[config.mk]
export PLATFORM = sky130hd
export DESIGN_NAME = mmio_host
export DESIGN_NICKNAME = d
export VERILOG_FILES = /design/src/rtl/mmio_host.sv
export SDC_FILE = /design/constraint.sdc
export NUM_CORES = 1
export LEC_CHECK = 0
export CORE_ASPECT_RATIO = 1.75
export CORE_MARGIN = 3
export CORE_UTILIZATION = 52
export DETAILED_ROUTE_END_ITERATION = 10
export PLACE_DENSITY_LB_ADDON = 0.3
export SLEW_MARGIN = 0
export SYNTH_ARGS = -nofsm -noshare
export SYNTH_HDL_FRONTEND = slang
export SYNTH_SLANG_ARGS = --single-unit
[constraint.sdc]
create_clock -name clock -period 5.11 [get_ports clock]
set_input_delay 0.511 -clock clock [delete_from_list [all_inputs] [get_ports clock]]
set_output_delay 0.511 -clock clock [all_outputs]
set_load 0.1 [all_outputs]
[src/rtl/mmio_host.sv]
// Memory-mapped test-host peripheral: halt/exit-code capture, signature bounds,
// a buffered console byte stream and a software-readable status word.
module mmio_host #(
  parameter int unsigned XLEN       = 32,
  parameter logic [31:0] BASE       = 32'h2000_0000,
  parameter int unsigned FIFO_DEPTH = 8
) (
  input  logic            clock,
  input  logic            reset,
  input  logic            load,
  input  logic            store,
  input  logic [XLEN-1:0] address,
  input  logic [XLEN-1:0] store_data,
  output logic            hit,
  output logic [XLEN-1:0] rdata,
  output logic            rdata_valid,
  output logic            halted,
  output logic [31:0]     halt_code,
  output logic [XLEN-1:0] sig_begin,
  output logic [XLEN-1:0] sig_end,
  output logic            tx_valid,
  output logic [7:0]      tx_data,
  input  logic            tx_ready,
  output logic            overflow
);

  localparam int unsigned S  = XLEN / 8;
  localparam int unsigned AW = $clog2(FIFO_DEPTH);

  localparam logic [XLEN-1:0] BASE_X      = XLEN'(BASE);
  localparam logic [XLEN-1:0] ADDR_HALT   = BASE_X;
  localparam logic [XLEN-1:0] ADDR_SIGBEG = BASE_X + XLEN'(1 * S);
  localparam logic [XLEN-1:0] ADDR_SIGEND = BASE_X + XLEN'(2 * S);
  localparam logic [XLEN-1:0] ADDR_CONS   = BASE_X + XLEN'(3 * S);
  localparam logic [XLEN-1:0] ADDR_STATUS = BASE_X + XLEN'(4 * S);

  // Register state
  logic            halted_q,      halted_d;
  logic [31:0]     halt_code_q,   halt_code_d;
  logic [XLEN-1:0] sig_begin_q,   sig_begin_d;
  logic [XLEN-1:0] sig_end_q,     sig_end_d;
  logic            overflow_q,    overflow_d;
  logic [XLEN-1:0] rdata_q,       rdata_d;
  logic            rdata_valid_q, rdata_valid_d;

  // Console FIFO: one extra pointer bit separates full from empty.
  logic [7:0]      fifo_mem [FIFO_DEPTH];
  logic [AW:0]     wr_ptr_q, wr_ptr_d;
  logic [AW:0]     rd_ptr_q, rd_ptr_d;
  logic            fifo_empty;
  logic            fifo_full;

  // Address decode
  logic sel_halt, sel_sigbeg, sel_sigend, sel_cons, sel_status, in_window;
  logic wr_en, push_req, push, pop, drop;
  logic [XLEN-1:0] status_word;

  assign sel_halt   = (address == ADDR_HALT);
  assign sel_sigbeg = (address == ADDR_SIGBEG);
  assign sel_sigend = (address == ADDR_SIGEND);
  assign sel_cons   = (address == ADDR_CONS);
  assign sel_status = (address == ADDR_STATUS);
  assign in_window  = sel_halt | sel_sigbeg | sel_sigend | sel_cons | sel_status;

  assign hit = (load | store) & in_window;

  // Once halted, every register store is ignored; the FIFO keeps draining.
  assign wr_en = store & ~halted_q;

  assign fifo_empty = (wr_ptr_q == rd_ptr_q);
  assign fifo_full  = (wr_ptr_q[AW] != rd_ptr_q[AW]) &&
                      (wr_ptr_q[AW-1:0] == rd_ptr_q[AW-1:0]);

  assign pop      = ~fifo_empty & tx_ready;
  assign push_req = wr_en & sel_cons;
  assign push     = push_req & (~fifo_full | pop);
  assign drop     = push_req & ~push;

  assign status_word = {{(XLEN-4){1'b0}}, overflow_q, fifo_full, fifo_empty, halted_q};

  // NOTE: every signal written here gets a default first, so no path can leave
  // it unassigned and infer a latch.
  always_comb begin
    halted_d      = halted_q;
    halt_code_d   = halt_code_q;
    sig_begin_d   = sig_begin_q;
    sig_end_d     = sig_end_q;
    overflow_d    = overflow_q | drop;
    rdata_valid_d = load & in_window;
    rdata_d       = (load & sel_status) ? status_word : '0;
    wr_ptr_d      = wr_ptr_q + {{AW{1'b0}}, push};
    rd_ptr_d      = rd_ptr_q + {{AW{1'b0}}, pop};

    if (wr_en && sel_halt && store_data[0]) begin
      halted_d    = 1'b1;
      halt_code_d = store_data[31:0];
    end
    if (wr_en && sel_sigbeg) begin
      sig_begin_d = store_data >> 1;
    end
    if (wr_en && sel_sigend) begin
      sig_end_d = (store_data >> 1) - XLEN'(1);
    end
  end

  // NOTE: sequential state uses non-blocking assignments so every register
  // samples the pre-edge values of the others.
  always_ff @(posedge clock) begin
    if (!reset) begin
      halted_q      <= 1'b0;
      halt_code_q   <= '0;
      sig_begin_q   <= '0;
      sig_end_q     <= '0;
      overflow_q    <= 1'b0;
      rdata_q       <= '0;
      rdata_valid_q <= 1'b0;
      wr_ptr_q      <= '0;
      rd_ptr_q      <= '0;
    end else begin
      halted_q      <= halted_d;
      halt_code_q   <= halt_code_d;
      sig_begin_q   <= sig_begin_d;
      sig_end_q     <= sig_end_d;
      overflow_q    <= overflow_d;
      rdata_q       <= rdata_d;
      rdata_valid_q <= rdata_valid_d;
      wr_ptr_q      <= wr_ptr_d;
      rd_ptr_q      <= rd_ptr_d;
    end
  end

  // NOTE: the byte storage has no reset; emptiness is defined by the pointers,
  // so stale contents are never observable.
  always_ff @(posedge clock) begin
    if (push) begin
      fifo_mem[wr_ptr_q[AW-1:0]] <= store_data[7:0];
    end
  end

  assign halted      = halted_q;
  assign halt_code   = halt_code_q;
  assign sig_begin   = sig_begin_q;
  assign sig_end     = sig_end_q;
  assign overflow    = overflow_q;
  assign rdata       = rdata_q;
  assign rdata_valid = rdata_valid_q;
  assign tx_valid    = ~fifo_empty;
  assign tx_data     = fifo_empty ? 8'h00 : fifo_mem[rd_ptr_q[AW-1:0]];

endmodule

==> reports/metrics.yaml <==
sta:
  setup_tns_ns: 0
  max_slew_margin_pct: 21.9
  grt_setup_unrepaired: "false"
  setup_violations: 0
  fmax_mhz: 257
  setup_ws_ns: 1.21
  clock_skew_ns: 0.0109
  drv_slew: 0
  tightestPinTransition_ns: 1.17
  finalHoldViolCount: 0
  finalCriticalPeriod_ns: 3.90
  min_period_over_period_pct: 76.3
power:
  p_clk_share_pct: 42.6
  seq_power_share_pct: 49.3
  power.switching_mw: 0.714
  ir_drop_uv: 246
  intPower_mw: 2.20
  combPwrFrac_pct: 8.1
  p_sw_share_pct: 24.6
  leakage_nw: 3.29
  p_per_area_nw_per_um2: 298
yosys:
  synth_top_family_by_area: "simple AND/OR/NAND/NOR gates"
  synth_top_area_share_pct: 29.5
  yosysWarnings: 0
  synth_simple_gate_area_share_pct: 18.7
  avgSynthCellArea_sq_um: 10.8
  synthAdderAreaFrac_pct: 0.838
  synth_area_leaders: "dfxtp_1, edfxtp_1, o21ai_0"
  synth-xor-area-share_pct: 4.22
  synth_compound_area_share_pct: 7.24
  synth_largest_area_cell: "dfxtp_1"
  ys_seq_elements: 174
  syn_area_sq_um: 7470
  ys_seq_area_share_pct: 55.2
  synthCells: 693
  synthArstFlopShare_pct: 0
  synthMuxAreaShare_pct: 7.77
  synth_ff_type: "dfxtp_1"
  synth_enable_flop_cells: 64
  ys_types: 48
clocking:
  clk_pin_slew_ns: 0.07
  clk_latency_ns: 0.42
  cts_buffer_depth: 2
  cts_tree: "done"
  numCtsBuffers: 17
  cts_max_level: 4
  clock-root-buffer: "clkbuf_16"
  cts_resized: 0
  hold_buffers: 0
  cts_setup_buffers: 0
  clock_sinks: 174
floorplan:
  die_y_um: 165
  core.rowCount: 57
  die_area_sq_um: 15900
  fp.dieW_um: 96.6
  io_pins: 210
  coreArea_sq_um: 14000
  floorplan.initialDensity_pct: 53.4
run_status:
  status: "completed"
critical_path:
  cp.arrival_ns: 3.39
  reg2reg_from: "rd_ptr_q[1]"
  critical_path.top_delay_family: "buffers and inverters"
  critPathMaxStageDelay_ns: 1.00
  worstSetupEndpointType: "output pin"
  reg2reg_depth: 5
  cp_slowest_cell: "clkdlybuf4s50_1"
  r2r_setup_slack_ns: 1.85
  cp_cell_sequence: "xnor2_1 > nand3_1 > nor2_1 > nor2_1 > clkdlybuf4s50_1"
  cp_max_fo: 19
  crit_top_cell: "nor2_1"
  worstPathRequired_ns: 4.60
  cp_num_buf_inv: 1
  reg2reg_to: "fifo_mem[2][2]"
  critical_path_class: "reg2out"
  worstSetupStartpointType: "flop"
cells_and_area:
  multiInputGateArea_sq_um: 3010
  fillers: 1031
  fin_nets: 920
  final_cell_area_sq_um: 9780
  area_delta_synth_final_pct: 30.9
  final_core_util_pct: 70.0
  diodes: 0
  drive_gt1_share_pct: 8.27
  regArea_sq_um: 4120
placement:
  place.gp.congestion: 0.916
  dp_slack_ns: 1.40
  postPlaceCellArea_sq_um: 9210
  hpwl_um: 14500
  port_buffers: 180
worst_hold_path:
  hp-class: "reg2reg"
  holdPathEnd: "sig_begin[1]"
  min_from: "sig_begin[1]"
  whs_path_depth: 2
detailed_routing:
  wl_per_cell_um: 19.1
  vias_per_cell: 5.48
  drtIter0Drc: 361
  drt-pass1-iter-count: 4
  ant_nets: 0
  drc_errors: 0
  drt_wl_total_um: 19800
  vias: 5677
global_route:
  first_global_vias: 5756
  antenna_found_initial: 0
  gr-total-overflow: 0
  grt_pass1_wl_um: 30600
  grt.total_usage_pct: 24.6
  grt_max_degree: 100
run:
  drv_cap: 0
==> cell families (layout without fill, tap and decap cells) <==
logic type | Yosys count | after routing
compound gates | 103 | 103
xor+xnor | 36 | 36
fa+ha+maj | 5 | 5
buf+inv | 84 | 222
flops | 174 | 174
mux | 38 | 38
other cells | 1 | 29
simple gates | 252 | 252
==> synthesized netlist by cell type (11+ instances only) <==
cell,instances
o21ai_0,81
buf_4,29
nor2b_1,16
dfxtp_1,110
a21oi_1,14
nor4_1,11
nand3_1,71
mux2i_1,22
and2_1,12
clkbuf_1,33
mux4_2,16
nand2_1,67
edfxtp_1,64
nor2_1,21
xnor2_1,30
==> cell usage in the layout (no fill, tap or decap), types with 7 or more instances in the layout <==
cell type,netlist,final
nand3_1,71,71
o21ai_0,81,81
mux2i_1,22,22
xnor2_1,30,30
mux4_2,16,16
dfxtp_1,110,110
nor2_1,21,21
nor2b_1,16,16
edfxtp_1,64,64
nand2_1,67,67
clkdlybuf4s50_1,0,179
and2_1,12,12
conb_1,1,29
a21oi_1,14,14
nand4_1,7,7
nor3_1,10,9
nor4_1,11,11
clkbuf_16,0,17
==> power groups by stage <==
stage | Combinational, mW | Clock [mW] | Sequential, mW
after floorplan | 0.158 | 0 | 1.47
after global placement | 0.230 | 0 | 1.47
after detailed placement | 0.233 | 0 | 1.47
after CTS | 0.234 | 1.26 | 1.43
after global routing | 0.246 | 1.31 | 1.43
final | 0.236 | 1.24 | 1.43
==> per-stage QoR <==
stage,instances,power [mW],hold WS [ns]
global route,1036,2.99,0.477
global placement,1004,1.69,0.445
floorplan,721,1.62,0.552
CTS,1036,2.93,0.463
finish,1036,2.91,0.461
detailed placement,1004,1.70,0.451
==> registers in the layout (all words and copies together) (netlist names) <==
register     flops
rd_ptr_q         4
wr_ptr_q         4
halted           1
rdata_valid      1
sig_begin       31
sig_end         32
rdata            4
halt_code       32
overflow         1
fifo_mem        64
==> area by class of cell <==
type | instances | share of cell area [%]
clock buffers | 20 | 4.57
repair buffers | 184 | 18.7
clock inverters | 12 | 1.28
multi-input cells | 463 | 30.8
flip-flops and latches | 174 | 42.2
inverters | 6 | 0.230
well taps | 177 | 2.26
==> metal layers <==
layer	wire length, um	global-route usage (%)	share of wire, %	vias up
met1	6960	25.2	35	2700
met2	10600	44.7	53	202
met4	1160	15.3	5.9	0
li1	-	-	-	2723
met5	0	0	0	-
met3	1090	6.38	5.5	52
==> how the worst max path moves through the flow <==
| stage | start | endpoint | slack, ns | cells past startpoint |
|---|---|---|---|---|
| 2_1_floorplan | rd_ptr_q[0] | tx_data[6] | 2.14 | 5 |
| 3_3_place_gp | address[25] | fifo_mem[2][1] | 1.62 | 6 |
| 3_5_place_dp | address[1] | fifo_mem[2][2] | 1.40 | 6 |
| 4_1_cts | rd_ptr_q[1] | tx_data[4] | 1.13 | 5 |
| 5_1_grt | rd_ptr_q[1] | tx_data[4] | 0.98 | 5 |
| 6_report | rd_ptr_q[1] | tx_data[4] | 1.21 | 5 |
==> tightest hold or removal path, stage by stage (launching register included) <==
cell and delay, ns:
dfxtp_1 0.31, nand2_1 0.05, o21ai_0 0.05
Note: power is estimated with default switching activity, not from simulation.
